$ cat config.mk
export PLATFORM = sky130hd
export DESIGN_NAME = imem_loader
export DESIGN_NICKNAME = d
export VERILOG_FILES = /design/src/rtl/cpu_pkg.sv /design/src/rtl/imem_loader.sv
export SDC_FILE = /design/constraint.sdc
export NUM_CORES = 1
export LEC_CHECK = 0
export CORE_ASPECT_RATIO = 1.75
export CORE_MARGIN = 2
export CORE_UTILIZATION = 35
export DETAILED_ROUTE_END_ITERATION = 7
export GPL_TIMING_DRIVEN = 0
export PLACE_DENSITY = 0.57
export SYNTH_ARGS = -nofsm -noshare
export SYNTH_HDL_FRONTEND = slang
export SYNTH_SLANG_ARGS = --single-unit
$ cat constraint.sdc
create_clock -name clk -period 2.8 [get_ports clk]
set_clock_uncertainty 0.1 [all_clocks]
set_input_delay 0.28 -clock clk [delete_from_list [all_inputs] [get_ports clk]]
set_output_delay 0.28 -clock clk [all_outputs]
set_load 0.02 [all_outputs]
$ cat src/rtl/cpu_pkg.sv
// cpu_pkg: shared widths, frame header byte and loader state encoding.
//   PC_W        imem address / program counter width
//   OP_W        opcode width (two bytes)
//   HDR         frame header byte
//   ldr_state_t imem_loader FSM states
package cpu_pkg;
    localparam int PC_W = 6;
    localparam int OP_W = 16;
    localparam logic [7:0] HDR = 8'hA5;

    typedef enum logic [2:0] {
        IDLE,
        COUNT,
        HI,
        LO,
        WRITE,
        CHECK,
        DONE,
        ERR
    } ldr_state_t;
endpackage

$ cat src/rtl/imem_loader.sv
// imem_loader: byte-serial framed program loader feeding imem, gates CPU run.
//   clk, rst_n         clock, asynchronous active-low reset
//   rx_valid, rx_data  incoming byte stream (transfer on rx_valid && rx_ready)
//   rx_ready           low only in the WRITE cycle
//   wr_en/wr_addr/wr_op  single-cycle imem write of one assembled opcode
//   cpu_run            high once a checksum-verified image is loaded
//   load_err           high after a bad count or checksum, until the next header
//   op_count           opcodes written by the current frame
module imem_loader
    import cpu_pkg::*;
#(
    parameter int ADDR_W = cpu_pkg::PC_W,
    parameter int OP_W = cpu_pkg::OP_W,
    parameter logic [7:0] HDR = cpu_pkg::HDR
) (
    input  logic              clk,
    input  logic              rst_n,
    input  logic              rx_valid,
    input  logic [7:0]        rx_data,
    output logic              rx_ready,
    output logic              wr_en,
    output logic [ADDR_W-1:0] wr_addr,
    output logic [OP_W-1:0]   wr_op,
    output logic              cpu_run,
    output logic              load_err,
    output logic [ADDR_W:0]   op_count
);
    localparam int DEPTH = 2 ** ADDR_W;

    ldr_state_t      state, nxt;
    logic [ADDR_W:0] n;
    logic [7:0]      hi;
    logic [7:0]      xsum;
    logic            xfer;
    logic            last;
    logic            bad_n;

    assign xfer  = rx_valid && rx_ready;
    assign last  = (op_count + 1'b1) == n;
    assign bad_n = (rx_data == 8'd0) || (int'(rx_data) > DEPTH);

    always_ff @(posedge clk or negedge rst_n) begin
        if (!rst_n) state <= IDLE;
        else        state <= nxt;
    end

    always_comb begin
        nxt = state;
        case (state)
            IDLE:    nxt = (xfer && rx_data == HDR) ? COUNT : IDLE;
            COUNT:   nxt = xfer ? (bad_n ? ERR : HI) : COUNT;
            HI:      nxt = xfer ? LO : HI;
            LO:      nxt = xfer ? WRITE : LO;
            WRITE:   nxt = last ? CHECK : HI;
            CHECK:   nxt = xfer ? ((rx_data == xsum) ? DONE : ERR) : CHECK;
            DONE:    nxt = (xfer && rx_data == HDR) ? COUNT : DONE;
            ERR:     nxt = (xfer && rx_data == HDR) ? COUNT : ERR;
            default: nxt = IDLE;
        endcase
    end

    always_comb begin
        rx_ready = state != WRITE;
        wr_en    = state == WRITE;
        cpu_run  = state == DONE;
        load_err = state == ERR;
    end

    // Datapath: every header that starts a frame restarts the counters and checksum.
    always_ff @(posedge clk or negedge rst_n) begin
        if (!rst_n) begin
            n        <= '0;
            hi       <= '0;
            xsum     <= '0;
            wr_addr  <= '0;
            wr_op    <= '0;
            op_count <= '0;
        end else if (nxt == COUNT) begin
            xsum     <= '0;
            wr_addr  <= '0;
            op_count <= '0;
        end else begin
            if (state == COUNT && xfer) n <= rx_data[ADDR_W:0];
            if (state == HI && xfer) begin
                hi   <= rx_data;
                xsum <= xsum ^ rx_data;
            end
            if (state == LO && xfer) begin
                wr_op <= {hi, rx_data};
                xsum  <= xsum ^ rx_data;
            end
            if (state == WRITE) begin
                op_count <= op_count + 1'b1;
                // Hold the address on the final word so a 64-word image never wraps it.
                if (!last) wr_addr <= wr_addr + 1'b1;
            end
        end
    end
endmodule

Word-level counts from Yosys, hierarchy flattened:

Cells that the tools add are included.

* bits in registers: 55
* output and inout bits: 33
* logic and storage cells: 58

* bitwise logic cells: 2
* order comparisons: 1
* reductions and logical operators: 14
* add/sub/neg operators: 2
* equal/unequal tests: 13
* mux-type cells: 19

Operators by type and width (number)
* 8-bit 2-to-1 mux: 3
* 3-bit one-hot mux with 8 select lines: 1
* 3-bit 2-to-1 mux: 6
* 6-bit 2-to-1 mux: 3
* 7-bit 2-to-1 mux: 2
* 3-bit equality test (second input constant): 4
* 8-bit equality test: 1
* 8-bit equality test (second input constant): 1
* 8-bit by 7-bit greater-than comparator with 1-bit output (second input constant): 1
* 8-bit logical NOT: 1
* 2-bit AND reduction: 4
* 8-bit bitwise XOR: 1
* 7-bit by 1-bit adder with 7-bit output (second input constant): 1
* 7-bit equality test: 1
* 6-bit by 1-bit adder with 6-bit output (second input constant): 1
* 3-bit by 1-bit equality test with 1-bit output (second input constant): 2
* 3-bit by 2-bit equality test with 1-bit output (second input constant): 2
* 1-bit logical AND: 5
* 3-bit logical NOT: 1
* 1-bit 2-to-1 mux: 3
* 3-bit != test (second input constant): 1
* 3-bit nonzero test: 1
* 2-bit 2-to-1 mux: 1
* 2-bit by 1-bit != test with 1-bit output (second input constant): 1
* 3 further kinds: 3

Depth between registers and ports, before layout:

Gate-level depths: netlist of the first run.

* depth after elaboration: 8
* mapped depth: 8
* depth with buffers taken out: 7

Worst setup path after synthesis of the first run:

OpenSTA, ideal clock, no wires.

* path type: register to register
* start point: register op_count[0]
* end point: register wr_addr[5]
* library setup time: 0.073 ns
* required time: 2.627 ns
* data arrival time: 1.985 ns
* period minus slack after synthesis: 2.158 ns
* path slack: 0.642 ns
* stages on the path, launching flop included: 7
* path buffers: 0
* cells stage by stage: dfrtp_1 -> ha_1 -> o21ai_0 -> o221a_1 -> o221a_1 -> or4_4 -> a21oi_2

* longest elaborated chain between the ends: 7
* elaborated cells between the ends (all ways): 9
* those cells by class: 1 x add/sub; 3 x eq/ne; 3 x mux; 2 x reduce/logical

Ends and longest elaborated chain
* start: declaration: RTL line imem_loader.sv:26 `output logic [ADDR_W:0] op_count`
* start signal: assignment: RTL line imem_loader.sv:93 `op_count <= op_count + 1'b1;`
* 7-bit by 1-bit adder with 7-bit output *: RTL line imem_loader.sv:39 `assign last = (op_count + 1'b1) == n;`
* 7-bit equality test *: RTL line imem_loader.sv:39
* 3-bit 2-to-1 mux: RTL line imem_loader.sv:54 `WRITE: nxt = last ? CHECK : HI;`
* 3-bit one-hot mux with 8 select lines: RTL line imem_loader.sv:49 `case (state)`
* 3-bit by 1-bit equality test with 1-bit output: RTL line imem_loader.sv:78 `end else if (nxt == COUNT) begin`
* 2-bit by 1-bit != test with 1-bit output (no line) or 2-bit nonzero test (tied branches)
* 2-bit AND reduction (no line)
* end signal: assignment: RTL line imem_loader.sv:95 `if (!last) wr_addr <= wr_addr + 1'b1;`
* end: declaration: RTL line imem_loader.sv:22 `output logic [ADDR_W-1:0] wr_addr,`

Every way passes the cells marked *; elsewhere a longest branch is shown, timed or not.
A chain may end at the register's enable or synchronous reset.

Worst setup path after layout of the first run:

* start point: register state[0]
* end point: output rx_ready

* longest elaborated chain between the ends: 1

Ends and longest elaborated chain
* start: declaration: RTL line imem_loader.sv:30 `ldr_state_t state, nxt;`
* start signal: assignment: RTL line imem_loader.sv:44 `else state <= nxt;`
* 3-bit != test: RTL line imem_loader.sv:63 `rx_ready = state != WRITE;`
* end: declaration: RTL line imem_loader.sv:20 `output logic rx_ready,`

Every way passes these cells.

==> results of run 1 <==
## power by group through the flow
stage	clock network, mW	logic [mW]	registers, mW
4_1_cts	0.645	1.79	1.45
3_5_place_dp	0	1.78	1.47
2_1_floorplan	0	0.904	1.65
6_report	0.616	1.76	1.45
3_3_place_gp	0	1.75	1.45
5_1_grt	0.681	1.94	1.50
## cell type report
class,count,area (sq um),area share
multi-input cells,172,1240,0.3654
clock inverters,1,5.005,0.001475
inverters,5,18.77,0.005531
well taps,88,110.1,0.03245
repair buffers,44,445.4,0.1313
clock buffers,6,138.9,0.04093
plain buffers,11,58.81,0.01733
flip-flops and latches,55,1376,0.4056
## critical path: cells and delay by family, from the launching register on
kind / cells / cell delay [ps]
buf+inv: 3 / 1320
simple gates: 2 / 220
flops: 1 / 320
## kinds of logic (layout without fill, tap and decap cells)
group           count (synthesis)  count (layout)  synth area share
fa+ha+maj                       2               2          0.009288
compound gates                 29              29           0.07525
xor+xnor                       29              29           0.09429
simple gates                   80              80            0.1482
buf+inv                        16              67           0.02880
flops                          55              55            0.5109
mux                            32              32            0.1333
## registers in the layout, summed over array words and instances, names as in the netlist
| signal | flops |
|---|---|
| wr_op | 16 |
| hi | 8 |
| xsum | 8 |
| n | 7 |
| op_count | 7 |
| wr_addr | 6 |
| state | 3 |
## path summary, 6_finish.rpt
path                        startpoint           to
max                           state[0]     rx_ready
min                              rst_n  op_count[4]
max reg2reg                op_count[0]   wr_addr[3]
min reg2reg                      hi[5]    wr_op[13]
max in group asynchronous        rst_n     wr_op[3]
min in group clk            rx_data[6]      xsum[6]
## through the flow
step	area, sq um	instances	setup WS, ps	util
after floorplan	2694	243	641.7	-
after global placement	3224	373	-456.9	0.4291
after detailed placement	3239	374	134.9	0.4311
after CTS	3393	382	242.3	0.4515
after global routing	3393	382	161.7	0.4515
final	3393	382	275.3	0.4515
## cell usage in the layout (no fill, tap or decap), types with 6 or more instances in the layout
cell	instances
mux2_1	31
xnor2_1	17
dfrtp_1	55
clkdlybuf4s50_1	41
xor2_1	12
buf_2	6
nor2_1	24
nand2_1	20
## repair_timing
action / CTS / global route
resized for setup: 0 / 0
hold buffers: 1 / 0
hold endpoints to repair: 16 / 0
## routing by layer
metal  track usage  up-vias
met5             0        -
met4       0.06490        0
met3       0.02687        6
met1        0.1613      952
met2        0.2488       37
li1              -      946
==> results.json, run 1 <==
{
  "status": "finished, final reports clean",
  "track_usage": 0.1409,
  "die_w_microns": 70.32,
  "core_area_sq_mm": 0.007515,
  "syn-num-nets": 256,
  "met2_length_mm": 2.920,
  "gp_congestion": 0.8099,
  "drt-total-wl_mm": 5.552,
  "dp_hpwl_mm": 4.143,
  "grt_max_degree": 40,
  "drv_cap": 0,
  "crit_type": "register to primary output",
  "irDropWorstVdd_mv": 0.5513,
  "yosys_warnings": 0,
  "p_switching_mw": 1.427,
  "tritoncts": "yes",
  "crit_fanout": 10,
  "power_frac_comb": 0.460,
  "reg2reg_depth": 8,
  "min_path_type": "primary input to asynchronous set/reset pin",
  "synth-main-ff-cell": "dfrtp_1",
  "grt_pass1_wl_mm": 9.335,
  "fin_nets": 307,
  "intPower_mw": 2.394,
  "htreeDepth": 2,
  "rsz0062_at_grt": "false",
  "syn_to_final_growth_pct": 25.96,
  "grt_pass1_vias": 1932,
  "crit_path_start_kind": "register",
  "hold_violations": 0,
  "postCtsSetupBuffers": 0,
  "crit_chain": "buf_2 > nor2_1 > nand2_1 > clkbuf_1 > clkdlybuf4s50_1",
  "drt-pass1-iter-count": 4,
  "cpPeakStageDelay_ps": 700,
  "clkSinkCount": 55,
  "start_util": 0.3585,
  "top_layer_used": "met4",
  "drv_slew": 0,
  "die_h_microns": 120.1,
  "endpoint_kind": "primary output",
  "synth.top_cell.area_share": 0.5109,
  "row_count": 42,
  "synth_edf_count": 0,
  "worstPathRequired_ps": 2420,
  "fin_crit_sh": 0.9017,
  "synth_commonest_cells": "dfrtp_1 (55), mux2_1 (31), nor2_1 (24)",
  "setup_tns_ps": 0,
  "dieArea_sq_mm": 0.008442,
  "fin_crit_ps": 2525,
  "io_buffers": 42,
  "antenna_found_initial": 0,
  "rrSetupSlack_ps": 420,
  "fin_hold_ws_ps": 347.2,
  "n_fill_cell": 696,
  "synth.yosys.seq_area_share": 0.5109,
  "switching_share": 0.3734,
  "clk_transition_reported_paths_ps": 70,
  "fin_total_pwr_mw": 3.821,
  "synth_area_sq_mm": 0.002694,
  "synth_cell_types": 43,
  "io_pins": 44,
  "grt_overflow": 0,
  "clock_latency_ps": 290,
  "met3_length_microns": 176,
  "synth_area_leaders": "dfrtp_1 (51%), mux2_1 (13%), xnor2_1 (5.5%), xor2_1 (3.9%), nor2_1 (3.3%)",
  "post_drt_via_cell_ratio": 5.081,
  "critical_path_arrival_ps": 2140,
  "setup_viol": 0,
  "slowest_stage": "clkdlybuf4s50_1",
  "cts_root_buffer": "clkbuf_16",
  "async_flop_share": 1.000,
  "route.detailed.drc": 0,
  "powerDensity_mw_per_mm2": 1126,
  "avgRoutedWirePerCell_microns": 14.53,
  "max_freq_mhz": 396.1,
  "pwr-share-clk": 0.161,
  "synth_seq_cells": 55,
  "power.leakage_nw": 1.401,
  "synthCells": 243,
  "cts_buffers": 5,
  "drt_iter0_markers": 97,
  "yosysMostFrequentCell": "dfrtp_1",
  "clockBufferDepth": 2,
  "worst_pin_slew_ps": 765.5,
  "vias": 1941,
  "drive_gt1_frac": 0.08503,
  "maxSlewHeadroom": 0.4869,
  "avgSynthCellArea_sq_um": 11.09,
  "m1WireLength_mm": 2.349,
  "yosysTopAreaCell": "dfrtp_1",
  "p_seq_frac": 0.379,
  "antenna_cells": 0,
  "drtAntennaViolNets": 0
}
Note: power is estimated with default switching activity, not from simulation.
==> run 2: changes to the inputs <==
- PLACE_DENSITY: 0.57 -> 0.59
- RECOVER_POWER: unset -> 25
- clock period: 2.8 -> 2.28 ns (I/O delays scaled with it)
==> results.json, run 2 (synthesis gave the netlist of run 1 again) <==
{
  "post_drt_via_cell_ratio": 5.166,
  "die_w_microns": 70.32,
  "clk_transition_reported_paths_ps": 70,
  "dp_hpwl_mm": 4.209,
  "powerDensity_mw_per_mm2": 1393,
  "fin_crit_sh": 0.9543,
  "irDropWorstVdd_mv": 0.5025,
  "avgRoutedWirePerCell_microns": 14.84,
  "dieArea_sq_mm": 0.008442,
  "n_fill_cell": 723,
  "final_cell_count_no_fill": 385,
  "cts_root_buffer": "clkbuf_16",
  "setup_viol": 0,
  "clkSinkCount": 55,
  "fin_total_pwr_mw": 4.791,
  "track_usage": 0.1477,
  "cts_buffers": 5,
  "antenna_found_initial": 0,
  "maxSlewHeadroom": 0.4919,
  "final_cell_mix": "dfrtp_1 (54), clkdlybuf4s50_1 (36), mux2_1 (31)",
  "core_area_sq_mm": 0.007515,
  "drive_gt1_frac": 0.1077,
  "crit_fanout": 6,
  "io_buffers": 42,
  "grt_pass1_wl_mm": 9.860,
  "clock_latency_ps": 290,
  "top_register": "wr_op",
  "max_freq_mhz": 459.6,
  "crit_path_start_kind": "register",
  "worst_pin_slew_ps": 762.2,
  "clockBufferDepth": 2,
  "power.leakage_nw": 1.449,
  "rsz0062_at_grt": "false",
  "endpoint_kind": "register",
  "fin_crit_ps": 2176,
  "drtAntennaViolNets": 0,
  "largest_reg_flops": 16,
  "syn_to_final_growth_pct": 27.68,
  "row_count": 42,
  "vias": 1989,
  "drt_iter0_markers": 46,
  "grt_pass1_vias": 2095,
  "start_util": 0.3585,
  "worstPathRequired_ps": 2410,
  "route.detailed.drc": 0,
  "hold_violations": 0,
  "drv_slew": 0,
  "crit_type": "register to register",
  "fin_nets": 309,
  "antenna_cells": 0,
  "status": "finished, final reports clean",
  "drv_cap": 0,
  "drt-total-wl_mm": 5.714,
  "htreeDepth": 2,
  "grt_max_degree": 31,
  "die_h_microns": 120.1,
  "critical_path_arrival_ps": 2300,
  "gp_congestion": 0.7917,
  "min_path_type": "primary input to register",
  "reg.largest.list": "wr_op: 16 flops, hi: 8 flops, xsum: 8 flops",
  "grt_overflow": 0,
  "placed_cells_incl_taps": 374,
  "io_pins": 44,
  "layout_commonest_cell": "dfrtp_1",
  "drt-pass1-iter-count": 4,
  "tritoncts": "yes"
}
## run 2: area by class of cell
type                            instances  area [sq um]  share of cell area
Sequential cell                        55          1378              0.4005
Multi-Input combinational cell        172          1254              0.3645
Timing Repair Buffer                   47         457.9              0.1331
Clock buffer                            8         156.4             0.04547
Tap cell                               88         110.1             0.03201
Buffer                                 10         65.06             0.01892
Inverter                                5         18.77            0.005457
## run 2: power by group
part / switching (mW) / internal (mW)
Combinational: 1.09 / 1.09
Sequential: 0.360 / 1.44
Clock: 0.337 / 0.468
## run 2: stage by stage
step                setup TNS (ps)  setup WS, ps  area (sq um)    util  hold WS, ps
CTS                              0         26.08          3431  0.4565        300.1
global route                     0         4.561          3440  0.4577        280.4
detailed placement           -7819        -315.9          3239  0.4311        227.8
finish                           0         104.2          3440  0.4577        231.2
global placement            -54950        -872.6          3224  0.4291        364.3
floorplan                        0         121.7          2694       -       -167.6
## run 2: final timing paths
path / depth (start not counted) / from / to / slack [ps]
min in group asynchronous: 2 / rst_n / op_count[4] / 430
max in group asynchronous: 3 / rst_n / wr_op[5] / 520
min reg2reg: 1 / hi[3] / wr_op[11] / 380
max reg2reg: 7 / op_count[0] / wr_addr[5] / 100
max: 7 / op_count[0] / wr_addr[5] / 100
min: 2 / rx_data[4] / wr_op[4] / 230
## run 2: worst max-delay path, stage by stage, from the launching register on
cell and delay (ps):
dfrtp_2 430, ha_2 240, and4_1 240, and3_1 180, nor4_2 50, o221a_1 190
or4_4 540, a21oi_2 140
## run 2: metal layers
metal / global-route usage / wire [microns] / part of all wire / vias to the layer above
met3: 0.02603 / 191 / 0.033 / 7
met5: 0 / 0 / 0 / -
li1: - / - / - / 952
met4: 0.06490 / 138 / 0.024 / 0
met1: 0.1659 / 2309 / 0.40 / 989
met2: 0.2671 / 3075 / 0.54 / 41
## run 2: timing repair
item,in CTS,in global routing
hold endpoints to repair,29,0
pin swaps,1,1
gates resized for setup,7,6
setup buffers,2,1
endpoints found under the setup margin,29,21
hold buffers,1,0
